## config.mk

```make
export PLATFORM = sky130hd
export DESIGN_NAME = rv_mem_arb_flat
export DESIGN_NICKNAME = d
export VERILOG_FILES = /design/src/rtl/rv_mem_pkg.sv /design/src/rtl/rv_mem_arb_if.sv /design/src/rtl/rv_arb_starve_cnt.sv /design/src/rtl/rv_mem_arb.sv /design/src/flat_wrapper.sv
export SDC_FILE = /design/constraint.sdc
export NUM_CORES = 1
export LEC_CHECK = 0
export BUFFER_PORTS_ARGS = -buffer_cell sky130_fd_sc_hd__buf_2
export CELL_PAD_IN_SITES_DETAIL_PLACEMENT = 0
export CELL_PAD_IN_SITES_GLOBAL_PLACEMENT = 1
export CORE_MARGIN = 3
export CORE_UTILIZATION = 34
export CTS_CLUSTER_SIZE = 8
export DETAILED_ROUTE_END_ITERATION = 8
export PLACE_DENSITY = 0.83
export SLEW_MARGIN = 25
export SYNTH_ARGS = -nofsm -noshare
export SYNTH_HDL_FRONTEND = slang
export SYNTH_HIERARCHICAL = 1
export SYNTH_SLANG_ARGS = --single-unit
```

## constraint.sdc

```tcl
create_clock -name clk -period 3.01 [get_ports clk]
set_input_delay 0.7525 -clock clk [delete_from_list [all_inputs] [get_ports clk]]
set_output_delay 0.7525 -clock clk [all_outputs]
set_load 0.1 [all_outputs]
```

## src/rtl/rv_mem_pkg.sv

```systemverilog
// Shared types and constants for the unified-memory arbiter.
//   state_e : arbiter FSM states
//   OWNER_* : encoding of the owner output / grant winner
//   req_t   : request fields latched at grant time (we, addr, wdata)
package rv_mem_pkg;

  typedef enum logic [1:0] {
    IDLE  = 2'd0,
    ISSUE = 2'd1,
    WAIT  = 2'd2,
    RESP  = 2'd3
  } state_e;

  localparam logic OWNER_CORE = 1'b0;
  localparam logic OWNER_LDR  = 1'b1;

  localparam int REQ_AW = 32;
  localparam int REQ_DW = 32;

  typedef struct packed {
    logic              we;
    logic [REQ_AW-1:0] addr;
    logic [REQ_DW-1:0] wdata;
  } req_t;

endpackage

```

## src/rtl/rv_mem_arb_if.sv

```systemverilog
// Bus bundle for rv_mem_arb: core port (c_*), loader port (l_*), memory
// port (mem_*) and status (busy, owner).
//   slave  : arbiter view (requests in, acks/rdata out, drives memory)
//   master : environment view (requesters plus memory model)
interface rv_mem_arb_if #(
  parameter int AW = 32,
  parameter int DW = 32
);
  logic          c_req, c_we, c_ack;
  logic [AW-1:0] c_addr;
  logic [DW-1:0] c_wdata, c_rdata;
  logic          l_req, l_we, l_ack;
  logic [AW-1:0] l_addr;
  logic [DW-1:0] l_wdata, l_rdata;
  logic          mem_en, mem_we;
  logic [AW-1:0] mem_addr;
  logic [DW-1:0] mem_wdata, mem_rdata;
  logic          busy, owner;

  modport slave (
    input  c_req, c_we, c_addr, c_wdata, l_req, l_we, l_addr, l_wdata, mem_rdata,
    output c_ack, c_rdata, l_ack, l_rdata, mem_en, mem_we, mem_addr, mem_wdata,
           busy, owner
  );

  modport master (
    output c_req, c_we, c_addr, c_wdata, l_req, l_we, l_addr, l_wdata, mem_rdata,
    input  c_ack, c_rdata, l_ack, l_rdata, mem_en, mem_we, mem_addr, mem_wdata,
           busy, owner
  );
endinterface

```

## src/rtl/rv_arb_starve_cnt.sv

```systemverilog
// Saturating starvation counter for the loader port.
//   l_req      : loader request pending
//   core_grant : core granted this cycle
//   ldr_grant  : loader granted this cycle
//   idle       : arbiter in IDLE
//   force_ldr  : loader has waited MAX_WAIT core grants and must win next
module rv_arb_starve_cnt #(
  parameter int MAX_WAIT = 4
) (
  input  logic clk,
  input  logic rst,
  input  logic l_req,
  input  logic core_grant,
  input  logic ldr_grant,
  input  logic idle,
  output logic force_ldr
);
  localparam int CW = $clog2(MAX_WAIT + 1);

  logic [CW-1:0] cnt;

  // An idle cycle without l_req also covers a core grant made while the
  // loader is quiet, so such grants never count.
  always_ff @(posedge clk or negedge rst) begin
    if (!rst)                            cnt <= '0;
    else if (ldr_grant || (idle && !l_req)) cnt <= '0;
    else if (core_grant && !force_ldr)   cnt <= cnt + 1'b1;
  end

  assign force_ldr = (cnt == CW'(MAX_WAIT));
endmodule

```

## src/rtl/rv_mem_arb.sv

```systemverilog
// Arbiter/sequencer for the single-port unified memory.
//   clk, rst : clock, async active-low reset
//   bus      : core and loader request/ack ports, memory port, busy/owner
// One access at a time: IDLE (sample/grant) -> ISSUE (mem_en) ->
// WAIT (MEM_LAT-1 cycles) -> RESP (ack) -> IDLE. Core has priority; the
// loader wins after MAX_WAIT consecutive core grants while it waits.
module rv_mem_arb
  import rv_mem_pkg::*;
#(
  parameter int AW       = REQ_AW,
  parameter int DW       = REQ_DW,
  parameter int MEM_LAT  = 1,
  parameter int MAX_WAIT = 4
) (
  input logic        clk,
  input logic        rst,
  rv_mem_arb_if.slave bus
);
  localparam int LW = (MEM_LAT > 1) ? $clog2(MEM_LAT) : 1;

  state_e             state;
  req_t               lat;
  logic               own;
  logic [LW-1:0]      lat_cnt;
  logic [1:0][DW-1:0] rdata;   // indexed by owner
  logic               idle, ldr_win, core_grant, ldr_grant, force_ldr, cap;

  assign idle       = (state == IDLE);
  assign ldr_win    = bus.l_req & (force_ldr | ~bus.c_req);
  assign ldr_grant  = idle & ldr_win;
  assign core_grant = idle & bus.c_req & ~ldr_win;

  // Read data is sampled in the last cycle before RESP.
  assign cap = ((state == ISSUE) && (MEM_LAT == 1)) ||
               ((state == WAIT) && (lat_cnt == '0));

  rv_arb_starve_cnt #(.MAX_WAIT(MAX_WAIT)) u_starve (
    .clk       (clk),
    .rst       (rst),
    .l_req     (bus.l_req),
    .core_grant(core_grant),
    .ldr_grant (ldr_grant),
    .idle      (idle),
    .force_ldr (force_ldr)
  );

  always_ff @(posedge clk or negedge rst) begin
    if (!rst) begin
      state   <= IDLE;
      lat     <= '0;
      own     <= OWNER_CORE;
      lat_cnt <= '0;
      rdata   <= '0;
    end else begin
      unique case (state)
        IDLE: if (bus.c_req || bus.l_req) begin
          state     <= ISSUE;
          own       <= ldr_win ? OWNER_LDR : OWNER_CORE;
          lat.we    <= ldr_win ? bus.l_we : bus.c_we;
          lat.addr  <= REQ_AW'(ldr_win ? bus.l_addr : bus.c_addr);
          lat.wdata <= REQ_DW'(ldr_win ? bus.l_wdata : bus.c_wdata);
        end
        ISSUE: begin
          if (MEM_LAT > 1) begin
            state   <= WAIT;
            lat_cnt <= LW'(MEM_LAT - 2);
          end else begin
            state <= RESP;
          end
        end
        WAIT: begin
          if (lat_cnt == '0) state <= RESP;
          else               lat_cnt <= lat_cnt - 1'b1;
        end
        RESP:    state <= IDLE;
        default: state <= IDLE;
      endcase
      if (cap && !lat.we) rdata[own] <= bus.mem_rdata;
    end
  end

  assign bus.mem_en    = (state == ISSUE);
  assign bus.mem_we    = lat.we;
  assign bus.mem_addr  = AW'(lat.addr);
  assign bus.mem_wdata = DW'(lat.wdata);
  assign bus.c_ack     = (state == RESP) && (own == OWNER_CORE);
  assign bus.l_ack     = (state == RESP) && (own == OWNER_LDR);
  assign bus.c_rdata   = rdata[OWNER_CORE];
  assign bus.l_rdata   = rdata[OWNER_LDR];
  assign bus.busy      = !idle;
  assign bus.owner     = own;
endmodule

```

## src/flat_wrapper.sv

```systemverilog
// flat-port wrapper written by rule: the top's interface ports become plain ports
module rv_mem_arb_flat import rv_mem_pkg::*;
#(
  parameter int AW       = REQ_AW,
  parameter int DW       = REQ_DW,
  parameter int MEM_LAT  = 1,
  parameter int MAX_WAIT = 4
)
  (clk, rst, bus_c_req, bus_c_we, bus_c_addr, bus_c_wdata, bus_l_req, bus_l_we, bus_l_addr, bus_l_wdata, bus_mem_rdata, bus_c_ack, bus_c_rdata, bus_l_ack, bus_l_rdata, bus_mem_en, bus_mem_we, bus_mem_addr, bus_mem_wdata, bus_busy, bus_owner);
  rv_mem_arb_if #(.AW(AW), .DW(DW)) bus_i ();
  input logic clk;
  input logic rst;
  input wire logic [$bits(bus_i.c_req)-1:0] bus_c_req;
  input wire logic [$bits(bus_i.c_we)-1:0] bus_c_we;
  input wire logic [$bits(bus_i.c_addr)-1:0] bus_c_addr;
  input wire logic [$bits(bus_i.c_wdata)-1:0] bus_c_wdata;
  input wire logic [$bits(bus_i.l_req)-1:0] bus_l_req;
  input wire logic [$bits(bus_i.l_we)-1:0] bus_l_we;
  input wire logic [$bits(bus_i.l_addr)-1:0] bus_l_addr;
  input wire logic [$bits(bus_i.l_wdata)-1:0] bus_l_wdata;
  input wire logic [$bits(bus_i.mem_rdata)-1:0] bus_mem_rdata;
  output wire logic [$bits(bus_i.c_ack)-1:0] bus_c_ack;
  output wire logic [$bits(bus_i.c_rdata)-1:0] bus_c_rdata;
  output wire logic [$bits(bus_i.l_ack)-1:0] bus_l_ack;
  output wire logic [$bits(bus_i.l_rdata)-1:0] bus_l_rdata;
  output wire logic [$bits(bus_i.mem_en)-1:0] bus_mem_en;
  output wire logic [$bits(bus_i.mem_we)-1:0] bus_mem_we;
  output wire logic [$bits(bus_i.mem_addr)-1:0] bus_mem_addr;
  output wire logic [$bits(bus_i.mem_wdata)-1:0] bus_mem_wdata;
  output wire logic [$bits(bus_i.busy)-1:0] bus_busy;
  output wire logic [$bits(bus_i.owner)-1:0] bus_owner;
  assign bus_i.c_req = bus_c_req;
  assign bus_i.c_we = bus_c_we;
  assign bus_i.c_addr = bus_c_addr;
  assign bus_i.c_wdata = bus_c_wdata;
  assign bus_i.l_req = bus_l_req;
  assign bus_i.l_we = bus_l_we;
  assign bus_i.l_addr = bus_l_addr;
  assign bus_i.l_wdata = bus_l_wdata;
  assign bus_i.mem_rdata = bus_mem_rdata;
  assign bus_c_ack = bus_i.c_ack;
  assign bus_c_rdata = bus_i.c_rdata;
  assign bus_l_ack = bus_i.l_ack;
  assign bus_l_rdata = bus_i.l_rdata;
  assign bus_mem_en = bus_i.mem_en;
  assign bus_mem_we = bus_i.mem_we;
  assign bus_mem_addr = bus_i.mem_addr;
  assign bus_mem_wdata = bus_i.mem_wdata;
  assign bus_busy = bus_i.busy;
  assign bus_owner = bus_i.owner;
  rv_mem_arb #(.AW(AW), .DW(DW), .MEM_LAT(MEM_LAT), .MAX_WAIT(MAX_WAIT)) u_core (.clk(clk), .rst(rst), .bus(bus_i));
endmodule
```

======== Word-level counts from Yosys, hierarchy flattened ========
Index checks and enable logic that the tools add are counted.
word-level totals
  register bits after elaboration ......... 136
  latch bits .............................. 0
  RAM bits ................................ 0
  ROM bits ................................ 0
  input bits .............................. 166
  output and inout bits ................... 134
  logic and storage cells ................. 59
  memories ................................ 0
operators by class
  $add $sub $neg .......................... 2
  multipliers ............................. 0
  div/mod/pow operators ................... 0
  magnitude comparators ................... 2
  equality and inequality tests ........... 6
  shift-type cells ........................ 0
  multiplexer cells ....................... 13
  bitwise gates (word level) .............. 9
  reductions and logical operators ........ 18
operators by type and width
  operator                                                                      count
  32-bit two-way mux                                                            3
  64-bit bitwise mux                                                            1
  32-bit demux with 1-bit select                                                1
  2-bit one-hot mux with 4 select lines                                         1
  1-bit logical AND                                                             7
  3-bit two-way mux                                                             2
  1-bit AND                                                                     4
  2-bit == test, second input constant                                          2
  1-bit logical NOT                                                             4
  2-bit two-way mux                                                             2
  2-bit != test, second input constant                                          2
  1-bit inverter                                                                4
  2-bit AND reduction                                                           2
  3-bit by 1-bit adder with 3-bit output, second input constant                 1
  3-bit == test, second input constant                                          1
  1-bit logical OR                                                              3
  1-bit two-way mux                                                             3
  2-bit by 1-bit == test with 1-bit output, second input constant               1
  2-bit logical NOT                                                             1
  1-bit by 2-bit less-than comparator with 1-bit output, second input constant  1
  2-bit nonzero test                                                            1
  1-bit greater-or-equal comparator, second input constant                      1
  1-bit bitwise OR                                                              1
  1-bit subtractor, second input constant                                       1

======== Logic depth before layout (Yosys ltp) ========
  depth after elaboration ................. 8
  depth in mapped cells ................... 10
  mapped depth without buffers ............ 8

======== Modules after synthesis ========
The synthesis kept the hierarchy.
by module, submodules not included
  module             instances  cells each  area an instance (µm²)  seq. area each (µm²)
  rv_mem_arb         1          531         5,790.6                 3,303.2
  rv_arb_starve_cnt  1          17          197.7                   75.1

======== Worst setup path before layout ========
No wires, ideal clock.
  path kind ............................... flip-flop to output port
  start ................................... register u_core.own, in the netlist u_core/bus.owner
  end ..................................... output port bus_c_ack
  arrival time ............................ 2.262 ns
  required time ........................... 2.257 ns
  slack ................................... -0.005 ns
  stages on the path, launching flop included .. 2
  path buffers ............................ 0
  cell sequence ........................... dfrtp_1 nor2b_1
on the way
  word-level cells in the longest chain between the ends .. 2
RTL lines
  item                    RTL line            source
  from (decl)             rv_mem_arb.sv:23    logic own;
  from (signal assigned)  rv_mem_arb.sv:58    own <= ldr_win ? OWNER_LDR : OWNER_CORE;
  1-bit inverter          rv_mem_arb.sv:86    assign bus.c_ack = (state == RESP) && (own == OWNER_CORE);
  1-bit logical AND       rv_mem_arb.sv:86
  to (decl)               flat_wrapper.sv:22  output wire logic [$bits(bus_i.c_ack)-1:0] bus_c_ack;
No other way between the ends.

======== Worst setup path after layout ========
  start ................................... register u_core.state[0]
  end ..................................... output port bus_busy
on the way
  word-level cells in the longest chain between the ends .. 2
RTL lines
  item                    RTL line            source
  from (decl)             rv_mem_arb.sv:21    state_e state;
  from (signal assigned)  rv_mem_arb.sv:49    state <= IDLE;
  from (signal assigned)  rv_mem_arb.sv:57    state <= ISSUE;
  from (signal assigned)  rv_mem_arb.sv:65    state <= WAIT;
  2-bit logical NOT       rv_mem_arb.sv:28    assign idle = (state == IDLE);
  1-bit logical NOT       rv_mem_arb.sv:90    assign bus.busy = !idle;
  to (decl)               flat_wrapper.sv:30  output wire logic [$bits(bus_i.busy)-1:0] bus_busy;
No other way between the ends.

==> impl_metrics.tcl <==
set metrics [dict create \
    outcome "complete, no violations" \
    hold_class "in2async" \
    num_vias 5314 \
    grt_pass1_vias 5415 \
    cts_resized 0 \
    max_slew_margin_pct 49.9 \
    cp-start-kind "flop" \
    chipWidth_microns 139 \
    clk_pin_slew_ns 0.06 \
    cts.sinks 135 \
    grt_setup_unrepaired "no" \
    final-hold-violation-count 0 \
    synth_seq_cells 135 \
    initial_core_util_pct 35.4 \
    critPathKind "reg2out" \
    wl_per_cell_microns 16.9 \
    grt_pass1_wl_microns 28800 \
    boundaryPins 300 \
    fin_skew_ns 0.00835 \
    seq_area_frac_synth_pct 56.4 \
    ys_warn_count 6 \
    final.setup.tns_ns 0 \
    avgSynthCellArea_sq_um 10.9 \
    slew_violations 0 \
    area_growth_pct 37.9 \
    crit_fanout 4 \
    min_period_over_period_pct 78.7 \
    grt_usage_pct 18.4 \
    drt_iter0_drc 153 \
    yosysUniqueCellTypes 32 \
    tightest_slew_ns 0.751 \
    row_count 47 \
    cts-buffers-inserted 17 \
    cts_max_level 4 \
    netlist_area_sq_mm 0.00599 \
    port-buffer-count 299 \
    crit_required_ns 2.26 \
    core-area_sq_mm 0.0169 \
    drive_gt1_share_pct 49.7 \
    globalRouteOverflowTotal 0 \
    cts_tree "yes" \
    syn_inst 548 \
    fin_crit_ns 2.37 \
    drc 0 \
    grt_max_degree 67 \
    via_per_inst 4.99 \
    ant_nets 0 \
    hold_buffers 0 \
    die_height_microns 139 \
    setup_violations 0 \
    hpwl_microns 13000 \
    drt_wl_total_microns 18000 \
    cp.arrival_ns 1.62 \
    max_cap_violations 0 \
    worstSetupEndpointType "output pin" \
    die_area_sq_mm 0.0192 \
    insertion_delay_ns 0.41 \
    synth_nets 720 \
    dr.pass1.iters 5 \
    finalNetCount 1002 \
    post-cts-setup-buffers 0 \
    cts-root-buf "clkbuf_16" \
    grt_antenna_before_repair 2 \
    max_freq_ghz 0.422 \
    place_congestion 0.769 \
    clock_path_buffers 2 \
]
synthesized netlist by cell type, drive strengths merged:
| cell type | instances | share of area [%] |
|---|---|---|
| dfrtp | 135 | 56 |
| nand3b | 1 | 0.13 |
| and2 | 2 | 0.21 |
| mux2 | 65 | 12 |
| nand2b | 1 | 0.15 |
| nor3 | 3 | 0.42 |
| inv | 7 | 0.44 |
| nor2b | 2 | 0.21 |
| o21ai | 67 | 5.6 |
| and2b | 1 | 0.13 |
| a21boi | 1 | 0.19 |
| nand2 | 2 | 0.13 |
| and4b | 1 | 0.17 |
| ha | 6 | 1.3 |
| nor4 | 1 | 0.21 |
| o21a | 1 | 0.13 |
| clkbuf | 17 | 1.1 |
| mux2i | 1 | 0.17 |
| xnor2 | 1 | 0.15 |
| a21oi | 2 | 0.17 |
| a31oi | 65 | 6.8 |
| buf | 33 | 3.7 |
| nor3b | 2 | 0.33 |
| nand3 | 66 | 5.5 |
| nor2 | 65 | 4.1 |
worst paths after layout:
kind | from | end | slack [ns] | cells after the start
max in group asynchronous | rst | u_core/bus.mem_addr[25] | 2.06 | 2
worst min-delay path | rst | u_core/bus.c_rdata[8] | 0.26 | 1
worst min register to register | u_core/bus.l_rdata[10] | u_core/bus.l_rdata[10] | 0.50 | 1
worst max-delay path | u_core/state[0] | bus_busy | 0.64 | 4
min in group clk | u_core/bus.l_rdata[10] | u_core/bus.l_rdata[10] | 0.50 | 1
worst max register to register | u_core/u_starve/cnt[0] | u_core/bus.mem_addr[21] | 0.96 | 7
area by class of cell:
| class | instances | area, sq um |
|---|---|---|
| clock inverter | 14 | 196 |
| inverter | 7 | 26.3 |
| tap | 220 | 275 |
| fill | 1586 | 8680 |
| sequential | 135 | 3380 |
| clock buffer | 18 | 429 |
| multi-input combinational | 356 | 2310 |
| antenna | 2 | 5.00 |
| timing repair buffer | 313 | 1630 |
cells in the final DEF, fill, tap and decap left out, types with 2 or more instances in the layout:
cell type,instances
nand2_1,2
and2_1,2
buf_2,298
a21oi_1,2
inv_1,6
o21ai_1,12
buf_12,2
a31oi_1,65
bufinv_16,4
inv_6,4
o21ai_0,55
nor2_1,65
clkinvlp_4,3
diode_2,2
buf_4,12
nor3_2,2
dfrtp_1,135
nand3_1,66
ha_1,6
clkbuf_16,17
clkinv_2,2
mux2_2,65
flip-flops by register name, indices dropped and copies added (netlist names):
register / cells
u_core/bus.c_rdata: 32
u_core/bus.l_rdata: 32
u_core/bus.mem_addr: 32
u_core/bus.mem_wdata: 32
u_core/bus.mem_we: 1
u_core/bus.owner: 1
u_core/state: 2
u_core/u_starve/cnt: 3
worst max-delay path, stage by stage (launching register included):
cell,delay [ns]
dfrtp_1,0.40
inv_1,0.08
ha_1,0.19
inv_1,0.10
buf_2,0.45
metrics by stage:
stage	util (%)	std cells	area (sq um)	hold WS (ns)	setup slack (ns)
2_1_floorplan	-	548	5990	0.457	0.402
3_3_place_gp	45.0	1031	7620	0.481	0.898
3_5_place_dp	45.0	1031	7620	0.487	0.928
4_1_cts	48.7	1063	8250	0.254	0.600
5_1_grt	48.7	1065	8260	0.271	0.516
6_report	48.7	1065	8260	0.259	0.641
per-layer routing:
layer	vias up	GRT usage (%)	wire length (microns)
met5	-	0	0
met4	0	6.28	322
met3	23	5.69	1390
met2	228	31.6	8920
met1	2529	22.1	7320
li1	2534	-	-
kinds of logic (layout without fill, tap and decap cells):
kind of cell,Yosys count,after routing,share of synthesized area (%)
and+or+nand+nor,147,147,11.7
AOI/OAI and AO/OA,136,136,12.9
DFF,135,135,56.4
muxes,66,66,12.4
buffers and inverters,57,352,5.27
adders and majority gates,6,6,1.25
xor gates and xnor gates,1,1,0.146
other,0,2,0
Power is left out: the tool's default activity adds up to more than one toggle a clock period on the data nets, which glitch-free logic cannot reach.
